## config.mk

```make
export PLATFORM = sky130hd
export DESIGN_NAME = nv_lsd_blk_norm_ctrl
export DESIGN_NICKNAME = d
export VERILOG_FILES = /design/src/rtl/nv_lsd_blk_norm_ctrl.sv
export SDC_FILE = /design/constraint.sdc
export NUM_CORES = 1
export LEC_CHECK = 0
export CAP_MARGIN = 25
export CORE_UTILIZATION = 46
export DETAILED_ROUTE_END_ITERATION = 16
export GPL_TIMING_DRIVEN = 0
export PLACE_DENSITY = 0.74
export RECOVER_POWER = 100
export SLEW_MARGIN = 10
export SYNTH_ARGS = -nofsm -noshare
export SYNTH_HDL_FRONTEND = slang
export SYNTH_SLANG_ARGS = --single-unit
```

## constraint.sdc

```tcl
create_clock -name nvdla_core_clk -period 5.8 [get_ports nvdla_core_clk]
set_input_delay 0.87 -clock nvdla_core_clk [delete_from_list [all_inputs] [get_ports nvdla_core_clk]]
set_output_delay 0.87 -clock nvdla_core_clk [all_outputs]
set_load 0.05 [all_outputs]
```

## src/rtl/nv_lsd_blk_norm_ctrl.sv

```systemverilog
// Block-floating-point normalization controller: finds the common left shift
// (minimum redundant-sign-bit count, clamped) over a block of signed elements.

module nv_dw_lsd #(
  parameter int A_WIDTH = 16,
  parameter int ENC_W   = $clog2(A_WIDTH)
) (
  input  logic [A_WIDTH-1:0] a,
  output logic [ENC_W-1:0]   enc
);

  // The highest bit that differs from the sign bit bounds the redundant-sign
  // run. Later (higher) iterations override earlier ones.
  always_comb begin
    // NOTE: every combinational output gets a default first so no path leaves it unassigned (no latch).
    enc = ENC_W'(A_WIDTH - 1);
    for (int i = 0; i <= A_WIDTH - 2; i++) begin
      if (a[i] != a[A_WIDTH-1]) begin
        enc = ENC_W'(A_WIDTH - 2 - i);
      end
    end
  end

endmodule

module nv_lsd_blk_norm_ctrl #(
  parameter int DW        = 16,
  parameter int BLK_MAX   = 16,
  parameter int MAX_SHIFT = 15,   // must not exceed DW-1
  localparam int ENC_W    = $clog2(DW),
  localparam int CNT_W    = $clog2(BLK_MAX + 1)
) (
  input  logic             nvdla_core_clk,
  input  logic             nvdla_core_rst,
  input  logic             in_pvld,
  output logic             in_prdy,
  input  logic [DW-1:0]    in_pd,
  input  logic             in_last,
  output logic             out_pvld,
  input  logic             out_prdy,
  output logic [ENC_W-1:0] out_shift,
  output logic [CNT_W-1:0] out_cnt,
  output logic             out_forced
);

  localparam logic [1:0] ST_IDLE = 2'd0;
  localparam logic [1:0] ST_ACC  = 2'd1;
  localparam logic [1:0] ST_OUT  = 2'd2;

  localparam logic [ENC_W-1:0] MAX_SHIFT_C = ENC_W'(MAX_SHIFT);
  localparam logic [CNT_W-1:0] BLK_MAX_C   = CNT_W'(BLK_MAX);

  logic [1:0]       state;
  logic [ENC_W-1:0] min_enc;
  logic [CNT_W-1:0] count;

  logic [ENC_W-1:0] enc;
  logic             accept;
  logic [ENC_W-1:0] blk_min;
  logic [CNT_W-1:0] cnt_next;
  logic             close_blk;
  logic [ENC_W-1:0] shift_clamped;

  nv_dw_lsd #(
    .A_WIDTH (DW),
    .ENC_W   (ENC_W)
  ) u_lsd (
    .a   (in_pd),
    .enc (enc)
  );

  assign in_prdy = !nvdla_core_rst && (state != ST_OUT);
  assign accept  = in_pvld && in_prdy;

  // Running minimum and count as they would be after the current element,
  // so the closing accept can load results that include it.
  always_comb begin
    blk_min       = enc;
    cnt_next      = CNT_W'(1);
    if (state == ST_ACC) begin
      if (min_enc < enc) begin
        blk_min = min_enc;
      end
      cnt_next = count + 1'b1;
    end
    close_blk     = in_last || (cnt_next == BLK_MAX_C);
    shift_clamped = (blk_min > MAX_SHIFT_C) ? MAX_SHIFT_C : blk_min;
  end

  always_ff @(posedge nvdla_core_clk) begin
    if (nvdla_core_rst) begin
      // NOTE: sequential state uses non-blocking assignments so every register samples pre-edge values.
      state      <= ST_IDLE;
      out_pvld   <= 1'b0;
      out_shift  <= '0;
      out_cnt    <= '0;
      out_forced <= 1'b0;
      min_enc    <= '1;
      count      <= '0;
    end else begin
      case (state)
        ST_IDLE, ST_ACC: begin
          if (accept) begin
            min_enc <= blk_min;
            count   <= cnt_next;
            if (close_blk) begin
              state      <= ST_OUT;
              out_pvld   <= 1'b1;
              out_shift  <= shift_clamped;
              out_cnt    <= cnt_next;
              out_forced <= !in_last;
            end else begin
              state <= ST_ACC;
            end
          end
        end
        ST_OUT: begin
          if (out_prdy) begin
            state    <= ST_IDLE;
            out_pvld <= 1'b0;
            min_enc  <= '1;
            count    <= '0;
          end
        end
        default: begin
          state    <= ST_IDLE;
          out_pvld <= 1'b0;
          min_enc  <= '1;
          count    <= '0;
        end
      endcase
    end
  end

endmodule

```

* After elaboration in Yosys (flattened, before gate mapping)
Cells that the tools add are included.
** Operators by class
- Add/subtract/negate cells :: 1
- $lt $le $gt $ge :: 2
- Equal/unequal tests :: 22
- Mux-type cells :: 33
- Reduce and logical (&&, ||, !) cells :: 10
** Operators with widths (count)
- two-way mux 4 bit :: 13
- two-way mux 5 bit :: 3
- inequality test 1 bit :: 15
- two-way mux 3 bit :: 4
- two-way mux 2 bit :: 5
- case mux 5 bit (2 select lines) :: 1
- inequality test 2 bit (second input constant) :: 4
- case mux 4 bit (2 select lines) :: 1
- AND reduction 3 bit :: 2
- adder 5 x 1 -> 5 bit (second input constant) :: 1
- == test 5 bit (second input constant) :: 1
- greater-than comparator 4 bit (second input constant) :: 1
- less-than comparator 4 bit :: 1
- two-way mux 1 bit :: 4
- case mux 2 bit (2 select lines) :: 1
- == test 2 x 1 -> 1 bit (second input constant) :: 1
- == test 2 bit (second input constant) :: 1
- logical AND 1 bit :: 2
- zero test 1 bit :: 2
- zero test 2 bit :: 1
- case mux 1 bit (2 select lines) :: 1
- AND reduction 2 bit :: 1
- OR reduction 2 bit :: 1
- logical OR 1 bit :: 1
** Storage, ports and cells
- Register bits :: 22
- Input port bits :: 21
- Output and inout bits :: 12

* Logic depth before layout (Yosys ltp)
Gate-level depths: netlist (run 1).
- Depth in word-level cells :: 21
- Depth in mapped cells :: 12
- Gate-level depth less buffers :: 11

* Hierarchy
A second synthesis (run 1) with hierarchy kept.
** Second synthesis, totals
- Cell total of the unflattened synthesis :: 181
- Area, all modules :: 1436.4 um^2
** By module, submodules not included
- nv_lsd_blk_norm_ctrl :: times used 1, cells each 127, area each 1127.3 um^2, seq. area each 440.4 um^2
- nv_dw_lsd :: times used 1, cells each 54, area each 309.0 um^2, seq. area each 0.0 um^2

* Least setup slack after synthesis (run 1)
No wires, ideal clock.
- Path type :: input to register
- Start :: in in_pd[15]
- End :: reg out_shift[2]
- Library setup time :: 0.088 ns
- Arrival time :: 3.023 ns
- Data required time :: 5.712 ns
- Slack :: 2.689 ns
- Stages on the path :: 10
- Cells stage by stage :: or3_4 > o32ai_2 > nand2_1 > ha_1 > a21oi_1 > nand2_2 > nor4b_4 > nand4_2 > and4_1 > nor4_2
** Between the ends
- Cells in the longest elaborated chain, start to end :: 21
- Elaborated cells on any way between the ends :: 35
- Classes of those cells :: order compare: 2; eq/ne: 15; mux: 18
** Ends and longest elaborated chain
- start, declared :: line 37 : input logic [DW-1:0] in_pd,
- inequality test 1 bit :: line 18 : if (a[i] != a[A_WIDTH-1]) begin
- two-way mux 1 bit :: line 18
- two-way mux 2 bit (2 in series) :: line 18
- two-way mux 3 bit (4 in series) :: line 18
- two-way mux 4 bit (7 in series) :: line 18
- two-way mux 4 bit * :: line 18
- less-than comparator 4 bit :: line 81 : if (min_enc < enc) begin
- two-way mux 4 bit :: line 81
- two-way mux 4 bit * :: line 80 : if (state == ST_ACC) begin
- greater-than comparator 4 bit :: line 87 : shift_clamped = (blk_min > MAX_SHIFT_C) ? MAX_SHIFT_C : blk_min;
- two-way mux 4 bit * :: line 87
- end signal, assigned :: line 109 : out_shift <= shift_clamped;
- end, declared :: line 41 : output logic [ENC_W-1:0] out_shift,
Every way passes the cells marked *; elsewhere a longest branch is shown, timed or not.
A chain may end at the register's enable or synchronous reset.

* Worst setup path after layout (run 1)
- Start :: in in_pd[13]
- End :: reg out_shift[2]
** Between the ends
- Cells in the longest elaborated chain, start to end :: 8
** Ends and longest elaborated chain (line)
- inequality test 1 bit * :: 18
- two-way mux 4 bit * (2 in series) :: 18
- less-than comparator 4 bit :: 81
- two-way mux 4 bit :: 81
- two-way mux 4 bit * :: 80
- greater-than comparator 4 bit :: 87
- two-way mux 4 bit * :: 87
Marks and branches as above.

==> results of run 1 <==
==> area by class of cell <==
cell class                      instances  area, um2  share of cell area [%]
Tap cell                               44       55.1                    3.00
Inverter                                7       26.3                    1.43
Sequential cell                        22        440                    24.0
Buffer                                  8       36.3                    1.98
Clock buffer                            4       36.3                    1.98
Timing Repair Buffer                   32        320                    17.4
Multi-Input combinational cell        154        922                    50.2
==> tightest hold or removal path: stages (launching register included) <==
cell	delay, ns
dfxtp_1	0.33
nand2_1	0.05
a21oi_1	0.05
==> sequential cells by signal (all words and copies together) (netlist names) <==
| name | flops |
|---|---|
| count | 5 |
| out_cnt | 5 |
| min_enc | 4 |
| out_pvld | 1 |
| state | 2 |
| out_forced | 1 |
| out_shift | 4 |
==> worst min-delay path by stage <==
stage                                          to  slack (ns)  depth (start not counted)
final                     out_cnt[2]$_SDFFE_PP0P_        0.47                          2
after global placement    out_cnt[1]$_SDFFE_PP0P_        0.44                          2
after floorplan             count[1]$_SDFFE_PP0P_        0.45                          2
after detailed placement  out_cnt[2]$_SDFFE_PP0P_        0.45                          2
after global routing      out_cnt[1]$_SDFFE_PP0P_        0.47                          2
after CTS                 out_cnt[2]$_SDFFE_PP0P_        0.47                          2
==> routing by layer <==
layer / track usage, % / part of all wire [%]
met5: 0 / 0
met4: 10.9 / 2.3
met3: 3.52 / 4.0
met2: 38.8 / 47
met1: 28.7 / 47
==> placed cells by master (no fill, tap or decap), types with 2 or more instances in the layout <==
cell type        instances
a21boi_0                 2
ha_1                     4
a211oi_1                 3
nand4_1                  4
clkbuf_4                 3
o21ai_0                  9
buf_2                    2
nor4_1                   2
and4_1                   2
a32oi_1                  2
nand3_1                 11
or3_1                    5
nor2b_1                  3
a2bb2oi_1                2
and3_1                   2
xor2_1                   2
a21oi_1                 13
nor2_1                  25
o31ai_1                  2
clkdlybuf4s50_1         18
o21bai_1                 2
inv_1                    7
a31oi_1                  4
dfxtp_1                 22
clkbuf_1                 5
nand2b_1                 3
nor3_1                   7
nor4_2                   2
dlygate4sd3_1           14
nand2_1                 21
==> through the flow <==
stage	hold slack (ns)	utilization [%]	cells	instance area (um2)
after CTS	0.468	61.7	271	1880
after global routing	0.472	60.2	271	1840
after detailed placement	0.450	60.5	267	1850
final	0.466	60.2	271	1840
after global placement	0.445	60.5	267	1850
after floorplan	0.449	-	191	1470
==> report_power, final <==
part,total [mW],switching [mW],internal (mW)
clock,0.0876,0.0492,0.0385
combinational,0.0817,0.0473,0.0344
sequential,0.161,0.00445,0.157
==> logic make-up after synthesis <==
| logic type | count (synthesis) | share of synthesized area [%] |
|---|---|---|
| flip-flops | 22 | 29.9 |
| multiplexers | 1 | 0.680 |
| XOR/XNOR | 3 | 1.79 |
| buffers and inverters | 15 | 4.93 |
| adder cells (fa/ha/maj) | 4 | 3.40 |
| AND/OR/NAND/NOR | 96 | 35.8 |
| AO/OA/AOI/OAI | 50 | 23.5 |
==> metrics, run 1 <==
Die Span Y=58.6 um; Post-Syn Nets=216; Initial DRC Count=64; Worst Skew=0.00628 ns; H-tree Lvls=1; CTS Buf Count=3; most frequent cell after synthesis=nor2_1; cells after synthesis=191; pin count of the biggest net entering global routing=13; maxcap violations=0; Slew Limit Fails=0; max incr delay on CP=0.59 ns; final hold violation count=0; Core Area=0.00305 mm2; placed wire-length estimate=2.90 mm; Via density=5.54; area leader, netlist=dfxtp_1; full die area=0.00343 mm2; number of synthesized flops with an enable pin=0; top cells by area, synth=dfxtp_1 (30%), nor2_1 (6.4%), nand2_1 (5.1%), a21oi_1 (4.4%), nand3_1 (3.7%); # fillers=298; vias in the first global route=1376; Crit Reg-Reg Endpoint=out_shift[2]$_SDFFE_PP0P_; FMAX=253 MHz; setup TNS=0 ns; final RePlAce weighted congestion=0.921; pre-CTS setup slack=1.92 ns; sequential share of the synthesized area=29.9%; Buf/Inv on CP=1; Wirelength per Cell=13.5 um; CP delay by family, top=simple AND/OR/NAND/NOR gates; Die Width=58.6 um; ratio of cells with drive above 1 in the final layout=6.17%; clock root cell=clkbuf_4; total wire length=3.65 mm; post-cts resize count=0; Peak supply drop=81.4 uV; critical path capture point=out_shift[2]$_SDFFE_PP0P_; PD cells=180 mW/mm2; final setup fails=0; FF+latch count, synth=22; CP arrival=4.19 ns; FFs w/ async S/R, synth=0%; slack of the critical path=1.85 ns; # IOs=33; row cnt=20; critical path class=input port to register; Final Net Count=253; Clock transition at path regs=0.13 ns; CP max-delay cell=dlygate4sd3_1; max_slew headroom=57.8%; total overflow reported by the global router=0; Syn Std Cell Area=0.00147 mm2; CTS tree=done; synthesis warning total=0; Total GRT Usage=23.0%; RSZ-0062 raised after global routing=false; drt first pass iters=4; predominant post-synthesis flop cell=dfxtp_1; commonest cells in the netlist=nor2_1 (25), dfxtp_1 (22), nand2_1 (20); slack of the worst reg-to-reg path=3.44 ns; Reg-to-Reg Start=count[0]$_SDFFE_PP0P_; Antenna Diode Count=0; initial core utilization=48.2%; distinct cell type count after synthesis=53; Yosys top cell area share=29.9%; post-route ant nets=0; min-delay src=out_cnt[2]$_SDFFE_PP0P_; Pleak=0.687 nW; initial antenna violation count=0; vias=1501; CP Capture Type=register; crit path launch=in_pd[13]; R2R cell count=8; fin crit share=68.1%; PortBufs=32; syn_area_per_cell=7.70 um2; Remaining DRCs=0; Crit path depth=11; CP Data Required Time=6.04 ns; maximum clock path buffer count=2; CTS sink cnt=22; Tot Pwr=0.331 mW; Area Growth Syn to Fin=24.8%; CTS Hold Bufs=0; Worst Setup Start Kind=input port; Tmin final=3.95 ns; Hold/Removal Path Class=register to register; global-route wire length before repair=5.95 mm; CP Cell Sequence=dlygate4sd3_1 -> or3_1 -> o32ai_1 -> o21ai_0 -> ha_1 -> a21oi_1 -> nand2_1 -> nor4b_1 -> nand4_1 -> and4_1 -> nor4_2; Worst-Margin Slew=0.627 ns; Worst-Skew Late Latency=0.32 ns; status=finished clean; maximum fanout along the worst path=6; setup bufs post-CTS=0
Power figures use the tool's default switching activity.
==> inputs of run 2 (changes only) <==
CORE_UTILIZATION = 45   (was 46)
PLACE_DENSITY = 0.75   (was 0.74)
clock period = 3.25 ns   (was 5.8 ns; I/O delays follow)
==> metrics, run 2 (synthesis gave the netlist of run 1 again) <==
status=finished clean; maxcap violations=0; cell area after layout=0.00188 mm2; Top Registers=count x5, out_cnt x5; PD cells=315 mW/mm2; CTS sink cnt=22; Via density=5.65; CP Data Required Time=3.49 ns; most common cell after layout, fill and taps aside=nor2_1; CTS Hold Bufs=0; CP delay by family, top=simple AND/OR/NAND/NOR gates; full die area=0.00350 mm2; Hold/Removal Path Class=register to register; global-route wire length before repair=6.04 mm; Core Area=0.00308 mm2; Int Pwr=0.412 mW; Sequential Power Share=48.8%; Worst Skew=0.0113 ns; PortBufs=32; Worst-Skew Late Latency=0.31 ns; sw frac=30.3%; # IOs=33; total wire length=3.64 mm; ratio of cells with drive above 1 in the final layout=8.77%; Wirelength per Cell=13.4 um; Antenna Diode Count=0; Slew Limit Fails=0; FMAX=323 MHz; Worst-Margin Slew=0.513 ns; Area Growth Syn to Fin=27.6%; post-route ant nets=0; final setup fails=0; placed wire-length estimate=2.93 mm; vias in the first global route=1363; max_slew headroom=65.7%; CP Cell Sequence=clkdlybuf4s50_1 -> or3_4 -> o32ai_2 -> nand2_1 -> ha_1 -> a21oi_2 -> nand2_2 -> nor4b_4 -> nand4_2 -> buf_4 -> and4_1 -> a21oi_1; maximum fanout along the worst path=5; pin count of the biggest net entering global routing=13; placed cell area=0.00185 mm2; CTS Buf Count=3; hold_ws=0.468 ns; Die Span Y=59.2 um; Total GRT Usage=22.1%; CP Capture Type=register; clock root cell=clkbuf_4; vias=1538; max incr delay on CP=0.48 ns; Buf/Inv on CP=2; fin crit share=95.4%; Initial DRC Count=78; final hold violation count=0; Logic pwr share=25.5%; critical path class=input port to register; CTS tree=done; maximum clock path buffer count=2; CP max-delay cell=clkdlybuf4s50_1; Worst Setup Start Kind=input port; Tmin final=3.10 ns; RSZ-0062 raised after global routing=true; final RePlAce weighted congestion=0.887; Remaining DRCs=0; Die Width=59.2 um; most frequent cells in the layout=nor2_1 (25), dfxtp_1 (22), nand2_1 (20); Peak supply drop=172 uV; Post-Route Utilization=61.0%; Final Net Count=254; slack of the critical path=0.150 ns; Pleak=0.732 nW; initial core utilization=47.8%; CP arrival=3.34 ns; H-tree Lvls=1; Psw=0.179 mW; initial antenna violation count=0; Clk network pwr share=25.7%; pre-CTS setup slack=-0.252 ns; row cnt=20; total overflow reported by the global router=0; Clock transition at path regs=0.13 ns; drt first pass iters=4
## run 2: layer usage
layer | up-vias | track usage, % | share of wire, %
met4 | 0 | 4.08 | 0.55
met5 | - | 0 | 0
li1 | 777 | - | -
met1 | 710 | 30.2 | 47
met2 | 49 | 36.6 | 48
met3 | 2 | 3.71 | 5.3
## run 2: cell type report
| cell class | count | area (um2) |
|---|---|---|
| plain buffers | 8 | 43.8 |
| flip-flops and latches | 22 | 440 |
| multi-input cells | 154 | 946 |
| well taps | 44 | 55.1 |
| clock buffers | 4 | 36.3 |
| repair buffers | 33 | 330 |
| inverters | 7 | 26.3 |
| fillers | 309 | 1200 |
## run 2: path summary, 6_finish.rpt
check / cells after the start / startpoint / slack (ns) / endpoint
worst max-delay path: 12 / in_pd[13] / 0.15 / min_enc[2]$_SDFFE_PP1P_
worst min-delay path: 2 / out_cnt[3]$_SDFFE_PP0P_ / 0.47 / out_cnt[3]$_SDFFE_PP0P_
worst max register to register: 8 / count[0]$_SDFFE_PP0P_ / 0.96 / out_forced$_SDFFE_PP0P_
worst min register to register: 2 / out_cnt[3]$_SDFFE_PP0P_ / 0.47 / out_cnt[3]$_SDFFE_PP0P_
## run 2: through the flow
stage               power, mW  TNS (ns)  std cells
floorplan               0.384         0        191
global placement        0.442    -0.291        267
detailed placement      0.446    -0.685        267
CTS                     0.596         0        271
global route            0.621   -0.0456        272
finish                  0.591         0        272
## run 2: power groups by stage
stage | registers, mW | logic (mW) | clock network, mW
floorplan | 0.306 | 0.0778 | 0
global placement | 0.294 | 0.147 | 0
detailed placement | 0.295 | 0.152 | 0
CTS | 0.289 | 0.152 | 0.155
global route | 0.290 | 0.165 | 0.166
finish | 0.289 | 0.151 | 0.152
## run 2: tightest hold or removal path, delay by kind of cell, from the launching register on
| family | cells | cell delay, ns |
|---|---|---|
| AO/OA/AOI/OAI | 1 | 0.05 |
| flip-flops | 1 | 0.33 |
| AND/OR/NAND/NOR | 1 | 0.05 |
## run 2: repair_timing
item,4_1_cts,5_1_grt
resized for setup,0,3
setup endpoints to repair,0,2
setup buffers,0,1
==> inputs of run 3 (changes only) <==
ABC_AREA = 1   (was default)
ABC_CLOCK_PERIOD_IN_PS = 3250   (was default)
PLACE_DENSITY = 0.76   (was 0.75)
==> metrics, run 3 <==
Post-Route Utilization=58.9%; global-route wire length before repair=4.67 mm; maximum clock path buffer count=2; most frequent cells in the layout=nand2_1 (46), inv_1 (26), dfxtp_1 (22); setup TNS=0 ns; Via density=4.80; max incr delay on CP=0.47 ns; status=finished clean; synthesis warning total=0; max_slew headroom=62.4%; slack of the worst reg-to-reg path=0.58 ns; final hold violation count=0; Remaining DRCs=0; sequential share of the synthesized area=30.4%; R2R cell count=11; Buf/Inv on CP=1; CTS Buf Count=3; distinct cell type count after synthesis=31; Clock transition at path regs=0.11 ns; FMAX=374 MHz; Crit path depth=11; Tmin final=2.67 ns; total overflow reported by the global router=0; most frequent cell after synthesis=nand2_1; number of synthesized flops with an enable pin=0; final RePlAce weighted congestion=0.806; Top Registers=count x5, out_cnt x5; vias=1355; multi-input logic area=817 um2; Hold/Removal Path Class=input port to register; top cells by area, synth=dfxtp_1 (30%), nand2_1 (12%), inv_1 (6.5%), xnor2_1 (6.1%), a21oi_1 (4.8%); vias in the first global route=1151; Crit Reg-Reg Endpoint=out_cnt[3]$_SDFFE_PP0P_; sw frac=36.2%; Peak supply drop=319 uV; Worst Skew=0.00347 ns; clock root cell=clkbuf_4; initial core utilization=47.4%; syn_area_per_cell=7.06 um2; CP Data Required Time=3.45 ns; CP delay by family, top=simple AND/OR/NAND/NOR gates; fin crit share=82.3%; Sequential Power Share=45.7%; post-cts resize count=0; CP max-delay cell=o311ai_0; PortBufs=30; CTS Hold Bufs=0; post-route ant nets=0; Area Growth Syn to Fin=24.2%; FF+latch count, synth=22; Logic pwr share=37.1%; area leader, netlist=dfxtp_1; PD cells=386 mW/mm2; predominant post-synthesis flop cell=dfxtp_1; Worst-Margin Slew=0.562 ns; Wirelength per Cell=9.99 um; Yosys top cell area share=30.4%; cells after synthesis=205; # fillers=308; Reg area=440 um2; Pleak=0.838 nW; Core Area=0.00305 mm2; pre-CTS setup slack=0.465 ns; Worst Setup Start Kind=register; final setup fails=0; setup bufs post-CTS=0; total wire length=2.82 mm; RSZ-0062 raised after global routing=false; FFs w/ async S/R, synth=0%; Antenna Diode Count=0; initial antenna violation count=0; Clk network pwr share=17.3%; full die area=0.00345 mm2; # IOs=33; Psw=0.251 mW; slack of the critical path=0.575 ns; ratio of cells with drive above 1 in the final layout=9.66%; CTS tree=done; hold_ws=0.391 ns; CP arrival=2.88 ns; most common cell after layout, fill and taps aside=nand2_1; Syn Std Cell Area=0.00145 mm2; CP Cell Sequence=ha_1 -> nand2_2 -> nor2_1 -> or2_2 -> nand3_2 -> o311ai_0 -> nand2_2 -> nor2_1 -> inv_1 -> nor2_1 -> nor2_1; Reg-to-Reg Start=count[0]$_SDFFE_PP0P_; Int Pwr=0.442 mW; pin count of the biggest net entering global routing=12; Worst-Skew Late Latency=0.30 ns; row cnt=20; Total GRT Usage=17.3%; Slew Limit Fails=0; critical path capture point=out_cnt[3]$_SDFFE_PP0P_; drt first pass iters=4; H-tree Lvls=1; critical path class=register to register; Initial DRC Count=41; crit path launch=count[0]$_SDFFE_PP0P_; Post-Syn Nets=230; Die Width=58.7 um; placed wire-length estimate=2.27 mm; commonest cells in the netlist=nand2_1 (45), inv_1 (25), dfxtp_1 (22); Final Net Count=265; CP Capture Type=register; CP dominant cell by count=nor2_1; maximum fanout along the worst path=8; Die Span Y=58.7 um; CTS sink cnt=22; maxcap violations=0
[run 3: layout make-up]
class,instances,share of cell area [%]
well taps,44,3.06
plain buffers,6,2.92
repair buffers,30,16.7
inverters,29,6.06
clock buffers,3,1.25
flip-flops and latches,22,24.5
multi-input cells,148,45.5
[run 3: how the worst min path moves through the flow]
stage,start,end,slack [ns],cells after the start
final,nvdla_core_rst,out_shift[3]$_SDFFE_PP0P_,0.39,2
after global routing,nvdla_core_rst,out_shift[3]$_SDFFE_PP0P_,0.38,2
after CTS,nvdla_core_rst,out_shift[3]$_SDFFE_PP0P_,0.39,2
after detailed placement,out_pvld$_SDFFE_PP0P_,out_pvld$_SDFFE_PP0P_,0.46,2
after global placement,out_pvld$_SDFFE_PP0P_,out_pvld$_SDFFE_PP0P_,0.46,2
after floorplan,min_enc[0]$_SDFFE_PP1P_,min_enc[0]$_SDFFE_PP1P_,0.46,2
[run 3: power groups by stage]
stage	Sequential, mW	Combinational, mW	Clock (mW)
floorplan	0.361	0.152	0
global placement	0.323	0.265	0
detailed placement	0.323	0.268	0
CTS	0.317	0.269	0.122
global route	0.320	0.284	0.135
finish	0.316	0.257	0.120
[run 3: cells by family (layout without fill, tap and decap cells)]
group / after synthesis / count (layout) / share of synthesized area (%)
buffers and inverters: 35 / 68 / 11.7
XOR/XNOR: 13 / 13 / 9.69
AO/OA/AOI/OAI: 40 / 40 / 17.0
flip-flops: 22 / 22 / 30.4
adder cells (fa/ha/maj): 4 / 4 / 3.46
AND/OR/NAND/NOR: 91 / 91 / 27.7
[run 3: routing by layer]
metal  up-vias  GRT usage (%)  wire length [um]
li1        730              -                 -
met1       600           23.0              1280
met2        25           29.1              1410
met3         0           4.84               120
met4         0           2.04                 0
met5         -              0                 0
[run 3: per-stage QoR]
step                      power, mW  area [um2]  instances
after floorplan               0.513        1450        205
after global placement        0.588        1800        279
after detailed placement      0.591        1800        279
after CTS                     0.708        1820        282
after global routing          0.739        1800        282
final                         0.693        1800        282
